===== src/rtl/mult_seq_shift_add.sv =====
// Multi-cycle shift-add multiplier with a signed/unsigned mode and
// valid/ready handshakes on both the operand and the result side.
module mult_seq_shift_add #(
    parameter int WIDTH          = 8,
    parameter int BITS_PER_CYCLE = 1,
    parameter bit SIGNED_EN      = 1'b1
) (
    input  logic                 clk,
    input  logic                 rst,
    input  logic                 in_valid,
    output logic                 in_ready,
    input  logic [WIDTH-1:0]     a,
    input  logic [WIDTH-1:0]     b,
    input  logic                 signed_mode,
    output logic                 out_valid,
    input  logic                 out_ready,
    output logic [2*WIDTH-1:0]   product,
    output logic                 busy
);

    localparam int N  = WIDTH / BITS_PER_CYCLE;
    localparam int CW = (N > 1) ? $clog2(N) : 1;
    localparam int PW = 2 * WIDTH;

    localparam logic [1:0] S_IDLE = 2'd0;
    localparam logic [1:0] S_CALC = 2'd1;
    localparam logic [1:0] S_DONE = 2'd2;

    logic [1:0]       state;
    logic [PW-1:0]    a_sh;
    logic [PW-1:0]    acc;
    logic [PW-1:0]    part;
    logic [PW-1:0]    acc_next;
    logic [WIDTH-1:0] b_sh;
    logic [WIDTH-1:0] a_mag;
    logic [WIDTH-1:0] b_mag;
    logic [CW-1:0]    cnt;
    logic             neg;
    logic             sgn;

    assign sgn   = SIGNED_EN && signed_mode;
    // Two's complement negate of the most negative value yields 2^(WIDTH-1) unsigned
    assign a_mag = (sgn && a[WIDTH-1]) ? -a : a;
    assign b_mag = (sgn && b[WIDTH-1]) ? -b : b;

    // a_sh already carries the counter*BITS_PER_CYCLE weighting
    assign part     = a_sh * PW'(b_sh[BITS_PER_CYCLE-1:0]);
    assign acc_next = acc + part;

    assign in_ready = (state == S_IDLE);
    assign busy     = (state != S_IDLE);

    always_ff @(posedge clk or posedge rst) begin
        if (rst) begin
            state     <= S_IDLE;
            out_valid <= 1'b0;
            product   <= '0;
            acc       <= '0;
            a_sh      <= '0;
            b_sh      <= '0;
            cnt       <= '0;
            neg       <= 1'b0;
        end else begin
            unique case (state)
                S_IDLE: begin
                    if (in_valid) begin
                        a_sh  <= PW'(a_mag);
                        b_sh  <= b_mag;
                        neg   <= sgn & (a[WIDTH-1] ^ b[WIDTH-1]);
                        acc   <= '0;
                        cnt   <= '0;
                        state <= S_CALC;
                    end
                end
                S_CALC: begin
                    acc  <= acc_next;
                    a_sh <= a_sh << BITS_PER_CYCLE;
                    b_sh <= b_sh >> BITS_PER_CYCLE;
                    cnt  <= cnt + CW'(1);
                    if (cnt == CW'(N - 1)) begin
                        product   <= neg ? -acc_next : acc_next;
                        out_valid <= 1'b1;
                        state     <= S_DONE;
                    end
                end
                S_DONE: begin
                    if (out_ready) begin
                        out_valid <= 1'b0;
                        state     <= S_IDLE;
                    end
                end
                default: state <= S_IDLE;
            endcase
        end
    end

endmodule


===== config.mk =====
export PLATFORM = sky130hd
export DESIGN_NAME = mult_seq_shift_add
export DESIGN_NICKNAME = d
export VERILOG_FILES = /design/src/rtl/mult_seq_shift_add.sv
export SDC_FILE = /design/constraint.sdc
export NUM_CORES = 1
export LEC_CHECK = 0
export BUFFER_PORTS_ARGS = -buffer_cell sky130_fd_sc_hd__buf_2
export CAP_MARGIN = 30
export CORE_ASPECT_RATIO = 0.9
export CORE_MARGIN = 2
export CORE_UTILIZATION = 38
export DETAILED_ROUTE_END_ITERATION = 10
export PLACE_DENSITY = 0.55
export SYNTH_ARGS = -nofsm -noshare
export SYNTH_HDL_FRONTEND = slang
export SYNTH_SLANG_ARGS = --single-unit

===== constraint.sdc =====
create_clock -name clk -period 6.01 [get_ports clk]
set_clock_uncertainty 0.15 [all_clocks]
set_input_delay 0.601 -clock clk [delete_from_list [all_inputs] [get_ports clk]]
set_output_delay 0.601 -clock clk [all_outputs]
set_load 0.005 [all_outputs]

### Word-level counts from Yosys, hierarchy flattened

Index checks and enable logic that the tools add are counted.

| word-level totals | value |
|---|---|
| output and inout port bits | 19 |
| word-level logic and storage cells | 51 |
| input bits | 21 |
| flip-flop bits (word level) | 63 |

| operators by class | value |
|---|---|
| reduce and logical (&&, ||, !) cells | 11 |
| multipliers | 1 |
| add/sub/neg operators | 5 |
| equality and inequality tests | 6 |
| mux-type cells | 18 |
| bitwise logic cells | 2 |

Operator list:

| cell | number |
|---|---|
| $pmux 16 s2 | 2 |
| $mux 16 | 3 |
| $mux 8 | 3 |
| $add 16x16->16 | 1 |
| $mul 16x1->16 | 1 |
| $neg 16->16 | 1 |
| $neg 8->8 | 2 |
| $pmux 8 s2 | 1 |
| $mux 2 | 3 |
| $ne 2x2->1 const B | 3 |
| $pmux 2 s3 | 1 |
| $pmux 3 s2 | 1 |
| $reduce_and 2->1 | 3 |
| $reduce_and 3->1 | 2 |
| $reduce_bool 2->1 | 3 |
| $add 3x1->3 const B | 1 |
| $eq 3x3->1 const B | 1 |
| $mux 3 | 1 |
| $eq 2x1->1 const B | 1 |
| $eq 2x2->1 const B | 1 |
| $logic_and 1x1->1 | 2 |
| $logic_not 2->1 | 1 |
| $mux 1 | 2 |
| $pmux 1 s2 | 1 |
| other kinds (2) | 2 |

### Longest topological paths before layout

| depth | value |
|---|---|
| depth in word-level cells | 4 |
| mapped depth | 13 |
| depth with buffers taken out | 12 |

### Least setup slack after synthesis

OpenSTA, ideal clock, no wires.

| timing path | value |
|---|---|
| kind | register -> register |
| start point | register b_sh[0] |
| end point | register product[14] |
| required time | 5.735 ns |
| setup slack | 2.329 ns |
| data arrival time | 3.406 ns |
| stages on the path, launching flop included | 14 |
| setup time | 0.125 ns |
| cells stage by stage | dfrtp_1 -> clkbuf_1 -> and2_1 -> ha_1 -> fa_1 -> a21o_1 -> a221oi_4 -> a21oi_2 -> or3_4 -> a2111oi_4 -> a21boi_2 -> a41oi_1 -> xnor2_1 -> mux2_2 |

| on the way | value |
|---|---|
| longest elaborated chain between the ends | 4 |

RTL lines:

| item | RTL line | text |
|---|---|---|
| start: declaration | 34 | `logic [WIDTH-1:0] b_sh;` |
| start signal: assignment | 68 | `b_sh <= b_mag;` |
| start signal: assignment | 78 | `b_sh <= b_sh >> BITS_PER_CYCLE;` |
| $mul 16x1->16 (*) | 47 | `assign part = a_sh * PW'(b_sh[BITS_PER_CYCLE-1:0]);` |
| $add 16x16->16 (*) | 48 | `assign acc_next = acc + part;` |
| $neg 16->16 | 81 | `product <= neg ? -acc_next : acc_next;` |
| $mux 16 (*) | 81 |  |
| end signal: assignment | 81 |  |
| end: declaration | 17 | `output logic [2*WIDTH-1:0] product,` |

Mark *: on every way between the ends. The rest lies on a longest branch, timed or not.
A chain may end at the register's enable or synchronous reset.

### Final worst setup path

Ends and elaborated chain as after synthesis.

==> summary.md <==
| Metric | Value |
|---|---|
| ANT cells | `0` |
| H-tree lvl count | `3` |
| Detailed placement HPWL | `approximately 6.2 mm` |
| CP Cell Sequence | `and2_1 > ha_1 > fa_1 > a21o_1 > a221oi_4 > a21oi_2 > or3_4 > a2111oi_4 > a21boi_2 > a41oi_1 > xnor2_1 > mux2_2` |
| Setup TNS | `0 ns` |
| Vias/cell | `slightly above 5` |
| Ranking of synthesized cells by area | `dfrtp_1 (40%), o21ai_0 (7.5%), ha_1 (6.3%)` |
| CP Data Arrival Time | `between 3 and 4 ns` |
| Cell with the most instances after synthesis | `nand2_1` |
| DRC Markers | `0` |
| Leak Pwr | `~2.1 nW` |
| Routed via count | `around 3200` |
| Final slew viol count | `0` |
| Worst-Margin Slew | `0.979 ns` |
| Synth Area in XOR/XNOR | `8.63%` |
| Core Util, Final | `between 40 and 50%` |
| Total power | `about 2.5 mW` |
| Commonest cells post-synth | `nand2_1 (64), dfrtp_1 (63), o21ai_0 (59)` |
| Worst R2R Setup Slack | `about 2.1 ns` |
| Global Route Usage Sum | `between 10% and 20%` |
| Status | `finished clean` |
| Die area | `about 11000 sq um` |
| Number of hold buffers added after cts | `0` |
| Post-synthesis mux area share | `approximately 2.1%` |
| Count of cells resized by post-cts repair | `0` |
| Iter 0 DRT Violations | `about 130` |
| Max Cap Violations | `0` |
| Initial antenna violation count | `0` |
| Syn Area/Cell | `approximately 8.9 sq um` |
| TritonCTS clock tree | `yes` |
| Final setup fails | `0` |
| Worst r2r path cells | `12` |
| Max FO, Critical Path | `17` |
| CP required | `6.07 ns` |
| Min Tclk post-route | `a little under 4 ns` |
| Placer Congestion | `a little under 0.9` |
| Adder-cell share of the synthesized area | `6.85%` |
| Fin Hold WS | `about 0.32 ns` |
| Largest net degree at the start of global routing | `64` |
| HP Class | `input port to asynchronous set/reset pin` |
| IO Count | `40` |
| Die Wd | `111 um` |
| Critical Path Max Stage Delay | `between 0.5 and 0.6 ns` |
| Ys flop type | `dfrtp_1` |
| Slowest stage cell, crit path | `dfrtp_1` |
| RSZ-0062 raised after global routing | `no` |
| Crit start category | `flop` |
| Crit path to | `product[14]` |
| Final nets | `around 520` |
| Fin. Hold Viols | `0` |
| CP Class | `flop to flop` |
| Async set or reset register ratio after synthesis | `100%` |
| Inst Count DP | `between 500 and 600` |
| Mapped cell area | `3940 sq um` |
| Post-place setup slack | `around 2.1 ns` |
| Number of buffer cells added on primary ports | `39` |
| Maximum VDD drop | `between 0.0002 and 0.00025 V` |
| Max Buffers Root-to-Sink | `2` |
| Largest family of logic cells by synthesized area | `compound AO/OA/AOI/OAI gates` |
| Synthesis-stage register bit count | `63` |
| TritonRoute pass-1 iters | `4` |
| Upper clock frequency limit | `0.257 GHz` |
| FP Rows | `35` |
| Yosys top cell by area | `dfrtp_1` |
| Post-DRT Antenna Nets | `0` |
| Design area | `4570 sq um` |
| Netlist cell types | `51` |
| Slew HR | `approximately a third` |
| RR Endpoint | `product[14]` |
| GR Overflow Total | `0` |
| Layout cells sized above 1 | `roughly 15%` |
| Setup bufs post-CTS | `0` |
| Die Y | `101 um` |
| First-pass GRT wire length | `roughly 15 mm` |
| Sequential share of the synthesized area | `40.0%` |
| Post-synth EDFFs | `0` |
| PwrDens | `between 500 and 600 nW/um^2` |
| Worst setup margin | `approximately 2.1 ns` |
| Ys Warns | `0` |
| Initial core utilization | `38.8%` |
| Num CTS Buffers | `9` |
| Root Driver | `clkbuf_16` |
| Total Wirelength | `between 8 and 9 mm` |
| Synth Area in Compound Gates | `between 20% and 30%` |
| Top cell type's share of synthesized area | `40.0%` |
| Simple-gate share of the synthesized area | `between 10% and 20%` |
| Core ar. | `around 10000 sq um` |
| Synth Instances | `444` |
| Worst skew pair latency | `around 0.33 ns` |
| Worst setup startpoint | `b_sh[0]` |
| Final worst-path cycle share | `64.8%` |
| Worst-path clk slew | `0.06 ns` |
| Vias in the first global route | `3062` |
| Area Overhead vs Synth | `15.9%` |
| Placed Area | `between 4000 and 5000 sq um` |
| Layout Cells excl Fill | `613` |
| CP endpoint kind | `flop` |
| Post-Syn Nets | `roughly 500` |
| R2r startpoint | `b_sh[0]` |
| Clk sink count | `63` |
| Routed len/inst | `roughly 14 um` |
-- area by class of cell --
cell class | count | area, sq um
flip-flops and latches | 63 | 1580
inverters | 19 | 71.3
fillers | 1031 | 5590
clock buffers | 10 | 239
multi-input cells | 343 | 2230
clock inverters | 6 | 70.1
repair buffers | 43 | 225
well taps | 129 | 161
-- report_power, final --
group	switching [mW]	internal [mW]
combinational	0.735	0.514
sequential	0.128	0.605
clock	0.195	0.333
total	1.06	1.45
-- kinds of logic (layout without fill, tap and decap cells) --
logic type / Yosys count / in the layout
compound gates: 134 / 134
xor+xnor: 38 / 38
buf+inv: 38 / 78
fa+ha+maj: 21 / 21
simple gates: 142 / 142
flops: 63 / 63
mux: 8 / 8
-- worst min-delay path by stage --
stage,startpoint,endpoint,slack [ns],cells after the start
6_report,rst,b_sh[2],0.32,3
3_3_place_gp,product[4],product[4],0.31,2
3_5_place_dp,product[7],product[7],0.32,2
2_1_floorplan,acc[11],acc[11],0.31,2
5_1_grt,product[7],product[7],0.34,2
4_1_cts,product[7],product[7],0.33,2
-- state kept, by name (all words and copies together), names as in the netlist --
signal     count
neg            1
out_valid      1
product       16
cnt            3
a_sh          16
acc           16
b_sh           8
state          2
-- layout by cell type, fill, tap and decap left out, types with 3 or more instances in the layout --
master,netlist,routed
nor2_1,23,23
nand2_1,64,64
inv_1,19,18
xnor2_1,28,28
ha_1,20,20
a21o_1,7,7
clkinvlp_4,0,3
and2_1,19,19
o21a_1,7,7
mux2i_1,5,5
xor2_1,9,9
o21ai_0,59,59
mux2_2,3,3
buf_2,0,39
a31oi_1,4,4
dfrtp_1,63,63
nand3_1,19,19
buf_4,0,4
o211ai_1,3,3
clkbuf_16,0,9
o21ai_1,5,5
nor3_1,7,7
a21oi_1,12,12
a22oi_1,13,13
-- per-layer routing --
layer,global-route usage [%],routed length [um],vias up
li1,-,-,1626
met1,22.6,4490,1464
met2,25.7,3670,59
met3,3.43,311,9
met4,5.70,111,0
met5,0,0,-
-- critical path: cells and delay by family (launching register included) --
kind,cells,cell delay (ns)
DFF,1,0.52
and+or+nand+nor,2,0.61
AOI/OAI and AO/OA,6,1.45
muxes,1,0.26
xor gates and xnor gates,1,0.16
adders and majority gates,2,0.63
(Power assumes the default switching activity.)
